## src/rtl/osc_pkg.sv

```systemverilog
// Shared definitions for the oscilloscope acquisition path: the frame
// sequencer states, trigger slope encoding and timebase select width.
package osc_pkg;

   typedef enum logic [2:0] {
      ST_IDLE,
      ST_PRE,
      ST_ARM,
      ST_POST,
      ST_HOLD
   } acq_state_t;

   localparam logic SLOPE_RISE = 1'b0;
   localparam logic SLOPE_FALL = 1'b1;

   // time_div selects a sample period of 2^time_div clocks
   localparam int TDIV_W = 2;

endpackage

```

## src/rtl/acq_timebase.sv

```systemverilog
// Sample-rate clock-enable generator. Latches the timebase select on load
// and emits a one-cycle tick every 2^tdl enabled cycles; the divider holds
// its value while disabled. Also used by the display sweep logic.
module acq_timebase
   import osc_pkg::*;
(
   input  logic              clk_in,
   input  logic              rst,
   input  logic              i_load,
   input  logic              i_en,
   input  logic [TDIV_W-1:0] i_tdiv,
   output logic              o_tick
);

   localparam int CNT_W = (2 ** TDIV_W) - 1;

   logic [TDIV_W-1:0] r_tdl;
   logic [CNT_W-1:0]  r_div_cnt;
   logic [CNT_W-1:0]  w_top;

   assign w_top  = CNT_W'((32'd1 << r_tdl) - 32'd1);
   assign o_tick = i_en && (r_div_cnt == w_top);

   // Latch the divide ratio on frame entry and run the divider while enabled
   always_ff @(posedge clk_in) begin
      if (rst) begin
         r_tdl     <= '0;
         r_div_cnt <= '0;
      end else if (i_load) begin
         r_tdl     <= i_tdiv;
         r_div_cnt <= '0;
      end else if (i_en) begin
         if (r_div_cnt == w_top) begin
            r_div_cnt <= '0;
         end else begin
            r_div_cnt <= r_div_cnt + CNT_W'(1);
         end
      end
   end

endmodule

```

## src/rtl/acq_controller.sv

```systemverilog
// Oscilloscope frame sequencer: pre-trigger fill, trigger search with
// optional auto trigger, post-trigger fill and hand-off to the display
// reader. Writes one sample per timebase tick into the circular sample RAM.
module acq_controller
   import osc_pkg::*;
#(
   parameter int DW      = 8,
   parameter int AW      = 9,
   parameter int PRE     = 128,
   parameter int AUTO_TO = 4096
)(
   input  logic              clk_in,
   input  logic              rst,
   input  logic [TDIV_W-1:0] time_div,
   input  logic              run,
   input  logic              single,
   input  logic              abort,
   input  logic [DW-1:0]     trig_level,
   input  logic              trig_slope,
   input  logic [DW-1:0]     adc_data,
   output logic              wr_en,
   output logic [AW-1:0]     wr_addr,
   output logic [DW-1:0]     wr_data,
   output logic [AW-1:0]     trig_addr,
   output logic [AW-1:0]     start_addr,
   output logic              auto_trig,
   output logic              busy,
   output logic              frame_ready,
   input  logic              frame_ack
);

   localparam int DEPTH = 2 ** AW;
   localparam int CW    = 32;

   acq_state_t    r_state;
   logic [AW-1:0] r_ptr;
   logic [CW-1:0] r_cnt;
   logic          r_last;
   logic [DW-1:0] r_prev;
   logic          r_wr_en;
   logic [AW-1:0] r_wr_addr;
   logic [DW-1:0] r_wr_data;
   logic [AW-1:0] r_trig_addr;
   logic [AW-1:0] r_start_addr;
   logic          r_auto_trig;
   logic          r_frame_ready;

   logic w_active;
   logic w_load;
   logic w_tick;
   logic w_cap;
   logic w_hit;
   logic w_force;

   // Threshold crossing; equality counts only on the current-sample side
   function automatic logic trig_hit(input logic [DW-1:0] prev,
                                     input logic [DW-1:0] cur,
                                     input logic [DW-1:0] level,
                                     input logic          slope);
      if (slope == SLOPE_FALL) begin
         return (prev > level) && (cur <= level);
      end
      return (prev < level) && (cur >= level);
   endfunction

   assign w_active = (r_state == ST_PRE) || (r_state == ST_ARM) || (r_state == ST_POST);

   // A new frame starts from IDLE, or straight from HOLD when run is still set
   assign w_load = !abort &&
                   (((r_state == ST_IDLE) && (run || single)) ||
                    ((r_state == ST_HOLD) && frame_ack && r_frame_ready && run));

   // Once the last post-trigger sample is taken, further ticks are dropped
   assign w_cap   = w_tick && !((r_state == ST_POST) && r_last);
   assign w_hit   = trig_hit(r_prev, adc_data, trig_level, trig_slope);
   assign w_force = (AUTO_TO != 0) && (r_cnt == CW'(AUTO_TO - 1));

   acq_timebase u_timebase (
      .clk_in (clk_in),
      .rst    (rst),
      .i_load (w_load),
      .i_en   (w_active),
      .i_tdiv (time_div),
      .o_tick (w_tick)
   );

   // Frame sequencer with registered RAM write port and frame results
   always_ff @(posedge clk_in) begin
      if (rst) begin
         r_state       <= ST_IDLE;
         r_ptr         <= '0;
         r_cnt         <= '0;
         r_last        <= 1'b0;
         r_prev        <= '0;
         r_wr_en       <= 1'b0;
         r_wr_addr     <= '0;
         r_wr_data     <= '0;
         r_trig_addr   <= '0;
         r_start_addr  <= '0;
         r_auto_trig   <= 1'b0;
         r_frame_ready <= 1'b0;
      end else begin
         r_wr_en <= 1'b0;
         if (w_cap && !abort) begin
            r_wr_en   <= 1'b1;
            r_wr_addr <= r_ptr;
            r_wr_data <= adc_data;
            r_prev    <= adc_data;
            r_ptr     <= r_ptr + AW'(1);
         end
         if (abort) begin
            r_state       <= ST_IDLE;
            r_frame_ready <= 1'b0;
            r_last        <= 1'b0;
         end else begin
            case (r_state)
               ST_IDLE: begin
                  if (run || single) begin
                     r_state <= ST_PRE;
                     r_ptr   <= '0;
                     r_cnt   <= '0;
                     r_last  <= 1'b0;
                  end
               end
               ST_PRE: begin
                  if (w_cap) begin
                     if (r_cnt == CW'(PRE - 1)) begin
                        r_state <= ST_ARM;
                        r_cnt   <= '0;
                     end else begin
                        r_cnt <= r_cnt + CW'(1);
                     end
                  end
               end
               ST_ARM: begin
                  if (w_cap) begin
                     if (w_hit || w_force) begin
                        r_state      <= ST_POST;
                        r_cnt        <= '0;
                        r_trig_addr  <= r_ptr;
                        r_start_addr <= r_ptr - AW'(PRE);
                        r_auto_trig  <= !w_hit;
                     end else begin
                        r_cnt <= r_cnt + CW'(1);
                     end
                  end
               end
               ST_POST: begin
                  if (r_last) begin
                     r_state       <= ST_HOLD;
                     r_frame_ready <= 1'b1;
                     r_last        <= 1'b0;
                  end else if (w_cap) begin
                     if (r_cnt == CW'(DEPTH - PRE - 2)) begin
                        r_last <= 1'b1;
                     end else begin
                        r_cnt <= r_cnt + CW'(1);
                     end
                  end
               end
               ST_HOLD: begin
                  if (frame_ack && r_frame_ready) begin
                     r_frame_ready <= 1'b0;
                     if (run) begin
                        r_state <= ST_PRE;
                        r_ptr   <= '0;
                        r_cnt   <= '0;
                     end else begin
                        r_state <= ST_IDLE;
                     end
                  end
               end
               default: r_state <= ST_IDLE;
            endcase
         end
      end
   end

   assign wr_en       = r_wr_en;
   assign wr_addr     = r_wr_addr;
   assign wr_data     = r_wr_data;
   assign trig_addr   = r_trig_addr;
   assign start_addr  = r_start_addr;
   assign auto_trig   = r_auto_trig;
   assign busy        = w_active;
   assign frame_ready = r_frame_ready;

endmodule

```

## config.mk

```make
export PLATFORM = sky130hd
export DESIGN_NAME = acq_controller
export DESIGN_NICKNAME = d
export VERILOG_FILES = /design/src/rtl/osc_pkg.sv /design/src/rtl/acq_timebase.sv /design/src/rtl/acq_controller.sv
export SDC_FILE = /design/constraint.sdc
export NUM_CORES = 1
export LEC_CHECK = 0
export ABC_AREA = 1
export BUFFER_PORTS_ARGS = -buffer_cell sky130_fd_sc_hd__buf_2
export CAP_MARGIN = 20
export CORE_MARGIN = 5
export CORE_UTILIZATION = 30
export CTS_CLUSTER_DIAMETER = 100
export DETAILED_ROUTE_END_ITERATION = 16
export GPL_TIMING_DRIVEN = 0
export SKIP_LAST_GASP = 1
export SYNTH_ARGS = -nofsm -noshare
export SYNTH_HDL_FRONTEND = slang
export SYNTH_SLANG_ARGS = --single-unit
```

## constraint.sdc

```tcl
create_clock -name clk_in -period 2.1 [get_ports clk_in]
set_input_delay 0.315 -clock clk_in [delete_from_list [all_inputs] [get_ports clk_in]]
set_output_delay 0.315 -clock clk_in [all_outputs]
set_load 0.1 [all_outputs]
```

* After elaboration in Yosys (flattened, before gate mapping)
Cells that the tools add are included.
Storage, ports and cells: bits in latches 0, logic and storage cells 113, output and inout port bits 39, memories kept 0, input port bits 25, bits in registers 88, ROM bits 0, bits in writable memories 0
Cells by class: multiply operators 0, shift-type cells 1, reduce and logical (&&, ||, !) cells 31, equality and inequality tests 19, add/sub/neg operators 5, order comparisons 4, mux-type cells 39, bitwise operators 1, div/mod/pow operators 0
Operator list (number):
- 32-bit 2-to-1 mux | 10
- 32-bit case mux with 5 select lines | 1
- 9-bit 2-to-1 mux | 5
- 32-bit by 1-bit adder with 32-bit output (second input constant) | 1
- 32-bit by 12-bit == test with 1-bit output (second input constant) | 1
- 32-bit by 7-bit == test with 1-bit output (second input constant) | 1
- 32-bit by 9-bit == test with 1-bit output (second input constant) | 1
- 3-bit 2-to-1 mux | 8
- 9-bit case mux with 2 select lines | 1
- 3-bit case mux with 5 select lines | 1
- 2-bit != test (second input constant) | 7
- 1-bit logical AND | 12
- 1-bit 2-to-1 mux | 11
- 10-bit AND reduction | 1
- 9-bit by 1-bit adder with 9-bit output (second input constant) | 1
- 9-bit by 8-bit subtractor with 9-bit output (second input constant) | 1
- 8-bit >= comparator | 1
- 8-bit > comparator | 1
- 8-bit <= comparator | 1
- 8-bit < comparator | 1
- 2-bit by 1-bit != test with 1-bit output (second input constant) | 4
- 7-bit AND reduction | 1
- 3-bit by 2-bit == test with 1-bit output (second input constant) | 2
- 1-bit logical OR | 5
- other kinds (16) | 21

* Longest topological paths before layout
word-level depth 11, mapped depth 17, depth with buffers taken out 16

* By module
A second synthesis with hierarchy kept.
Second synthesis, totals: cell total of the unflattened synthesis 735, area, all modules 4922.2 um2
Modules (own cells, without submodules):
- acq_controller | times used 1, sequential area each 1521.5 um2, area an instance 4657.0 um2, cells an instance 698
- acq_timebase | times used 1, sequential area each 100.1 um2, area an instance 265.3 um2, cells an instance 37

* Worst setup path after synthesis
No wires, ideal clock.
path kind register to register, from register, netlist name wr_data[7], to register r_cnt[30], data required time 1.968 ns, path slack -0.422 ns, path buffers 1, arrival 2.390 ns, library setup time 0.132 ns, cell stages (with the launch flop) 12, period minus slack after synthesis 2.522 ns, cells stage by stage dfxtp_1 -> ha_1 -> a21o_1 -> nor2_1 -> nand2_1 -> nor2_1 -> nand2_1 -> nand4_1 -> nand3_4 -> buf_2 -> nand2_1 -> a21oi_1
RTL lines:
- end signal, assigned | line acq_controller.sv:131 | r_cnt <= r_cnt + CW'(1);
- end signal, assigned | line acq_controller.sv:144 | r_cnt <= r_cnt + CW'(1);
- end signal, assigned | line acq_controller.sv:157 | r_cnt <= r_cnt + CW'(1);
- end, declared | line acq_controller.sv:37 | logic [CW-1:0] r_cnt;

==> results.toml <==
[synthesis]
synth_edf_count = 0
synth-simple-area-share = 0.3386
synth_top_area_cell = "dfxtp_1"
ys_warn_count = 0
syn_area_per_cell_um2 = 6.645
synth_top_family_by_area = "simple AND/OR/NAND/NOR gates"
yosysSeqAreaShare = 0.3447
ys.flop_type = "dfxtp_1"
synthTopCellsByCount = "nand2_1 (176), nor2_1 (103), dfxtp_1 (81)"
synthXorXnorAreaFrac = 0.04096
syn-num-nets = 753
synth_top_area_share = 0.3447
syn_inst = 708
yosys-top-cells-area = "dfxtp_1 (34%), nand2_1 (14%), a21oi_1 (8.3%)"
synth-async-reset-ratio = 0
synth-seq-cells = 81
synthMuxAreaShare = 0
synth_compound_area_frac = 0.1327
synth_fa_ha_area_frac = 0.05319
synth_cell_types = 39
syn_area_mm2 = 0.004705
yosysMostFrequentCell = "nand2_1"

[layout]
diodes = 0
area_growth_pct = 25.82
nets = 840
fin_area_mm2 = 0.005919
drive_above_1_share = 0.2200
utilization = 0.3865

[cts]
cts_sinks = 81
cts_tree = "built"
hold_buffers = 0
cts-root-buf = "clkbuf_16"
clkLatencyLatePin_ns = 0.35
htree_levels = 3
path_clk_slew_ns = 0.06
cts_max_path_buffers = 2
numCtsBuffers = 9

[route]
routedWlPerCell_um = 13.12
totalWireLength_mm = 13.26
drc = 0
drtIter0Drc = 322
ant_nets = 0
via_per_inst = 4.709
route.vias.total = 4761
drt_first_pass_iters = 5

[power_and_ir_drop]
p_per_area_mw_per_mm2 = 731.5
total_power_uw = 4330
peakVddDrop_mv = 0.3985
power_leakage_uw = 0.002354

[sta]
worst_pin_slew_ns = 0.6905
finalCriticalPeriod_ns = 2.034
clock.fmax_mhz = 491.7
relSlewSlack = 0.5397
grt_setup_unrepaired = "true"
finalHoldViolCount = 0
slew_viol_final = 0
fin_crit_sh = 0.9685
fin_worst_skew_ns = 0.009428
setup_violations = 0

[grt]
grt_pass1_wl_mm = 21.42
grt_usage = 0.1450
grt_pass1_vias = 4311
overflow = 0
grt_max_degree = 16
antenna_found_initial = 0

[placement]
postPlaceCellArea_mm2 = 0.005343
place.gp.congestion = 0.9295
placement.io_buffers = 63
dp_hpwl_mm = 9.808

[die]
dieArea_mm2 = 0.01829
rows = 45
coreArea_mm2 = 0.01531
io_pins = 64
die_w_um = 135.2
die_h_um = 135.2
initial_core_util = 0.3072

[critical_path]
crit_arrival_ns = 2.23
cpMaxStageDelayCell = "dfxtp_4"
crit_fanout = 5
crit_type = "reg -> reg"
worst_path_most_repeated_cell = "nand2_1"
crit_chain = "ha_1, nand2_1, nor2_1, nor2_2, nand2_1, nor2_2, nand2_2, nand4_1, nand3_4, clkbuf_16, nand2_1, a21oi_1"
crit_buf_inv = 1
worst_setup_path_end_kind = "register"
required_ns = 2.30
cp-start-kind = "register"
crit_path_max_incr_delay_ns = 0.35
cp_top_family = "simple AND/OR/NAND/NOR gates"

[flow_run]
cap_violations = 0

[outcome]
status = "complete, no violations"

[worst_hold_path]
hp-class = "in -> reg"
## stage by stage
stage	instances	setup WS (ns)	TNS, ns	hold slack (ns)
global placement	982	-0.3174	-9.147	0.4570
floorplan	708	0.008885	0	0.4481
CTS	1001	0.005011	0	0.2123
global route	1011	-0.04707	-0.06731	0.2344
detailed placement	982	-0.3485	-10.05	0.4573
finish	1011	0.06611	0	0.2292
## report_power, final
part           leakage [µW]  internal [µW]  switching (µW)  total, µW
combinational       0.00154            340             765       1110
clock              0.000148            920             682       1600
sequential         0.000665           1580            40.1       1620
## layout by cell type, fill, tap and decap left out, types with 3 or more instances in the layout
master     synthesis  final
nor2_4             1      6
buf_6              1      5
nand3_2            2      4
nand4_1           17     17
nor3_1            19     19
nand3_1           29     25
ha_1              20     18
a21oi_1           78     76
buf_4              8     19
inv_1             64     64
inv_6              0      3
nor3_2             5      5
xnor2_1            8      8
dfxtp_2            0     16
clkbuf_1          10     10
o22ai_1            3      3
buf_8              0      3
nand2_1          176    172
o21ai_0           24     24
xor2_1            14     14
nor2_2             6      7
clkbuf_16          0     11
dfxtp_1           81     60
nand3_4            1      3
nor2_1           103     97
a211oi_1           3      3
buf_2             11     67
nand2_2            3      6
dfxtp_4            0      5
## cells by family after synthesis
kind of cell             Yosys count
AND/OR/NAND/NOR                  369
AO/OA/AOI/OAI                    118
adder cells (fa/ha/maj)           20
buffers and inverters             98
flip-flops                        81
XOR/XNOR                          22
## worst paths after layout
kind / from / endpoint / slack (ns) / depth (start not counted)
max: wr_data[7]$_SDFFE_PP0P_ / r_cnt[29]$_SDFFE_PP0P_ / 0.07 / 12
min: adc_data[3] / wr_data[3]$_SDFFE_PP0P_ / 0.23 / 3
max reg2reg: wr_data[7]$_SDFFE_PP0P_ / r_cnt[29]$_SDFFE_PP0P_ / 0.07 / 12
min reg2reg: wr_addr[3]$_SDFFE_PP0P_ / wr_addr[3]$_SDFFE_PP0P_ / 0.46 / 2
## layer usage
layer  GRT usage  wire [µm]  up-vias
met2      0.2356       6161       99
met4     0.04703        153        0
met5           0          0        -
li1            -          -     2472
met1      0.1923       6306     2182
met3     0.03009        639        8
## registers in the layout, indices dropped and copies added, names as in the netlist
register              count
u_timebase.r_div_cnt      3
r_last                    1
r_ptr                     9
r_cnt                    32
trig_addr                 9
wr_data                   8
auto_trig                 1
wr_en                     1
start_addr                2
frame_ready               1
r_state                   3
wr_addr                   9
u_timebase.r_tdl          2
## timing repair
item,4_1_cts,5_1_grt
cloned,0,1
pin swaps,3,9
setup endpoints to repair,45,61
gates resized for setup,6,42
setup buffers,3,9
endpoints found under the hold margin,0,0
## tightest hold or removal path: cells and delay by family
| kind | cells | cell delay [ns] |
|---|---|---|
| compound gates | 1 | 0.05 |
| buf+inv | 1 | 0.11 |
| simple gates | 1 | 0.06 |
## cell type report
| type | count | area (µm²) |
|---|---|---|
| fill | 1642 | 9395 |
| multi-input combinational | 529 | 2780 |
| sequential | 81 | 1660 |
| timing repair buffer | 76 | 434.2 |
| clock buffer | 11 | 264.0 |
| tap | 211 | 264.0 |
| inverter | 68 | 259.0 |
| buffer | 30 | 215.2 |
| clock inverter | 5 | 42.54 |
(Power assumes the default switching activity.)
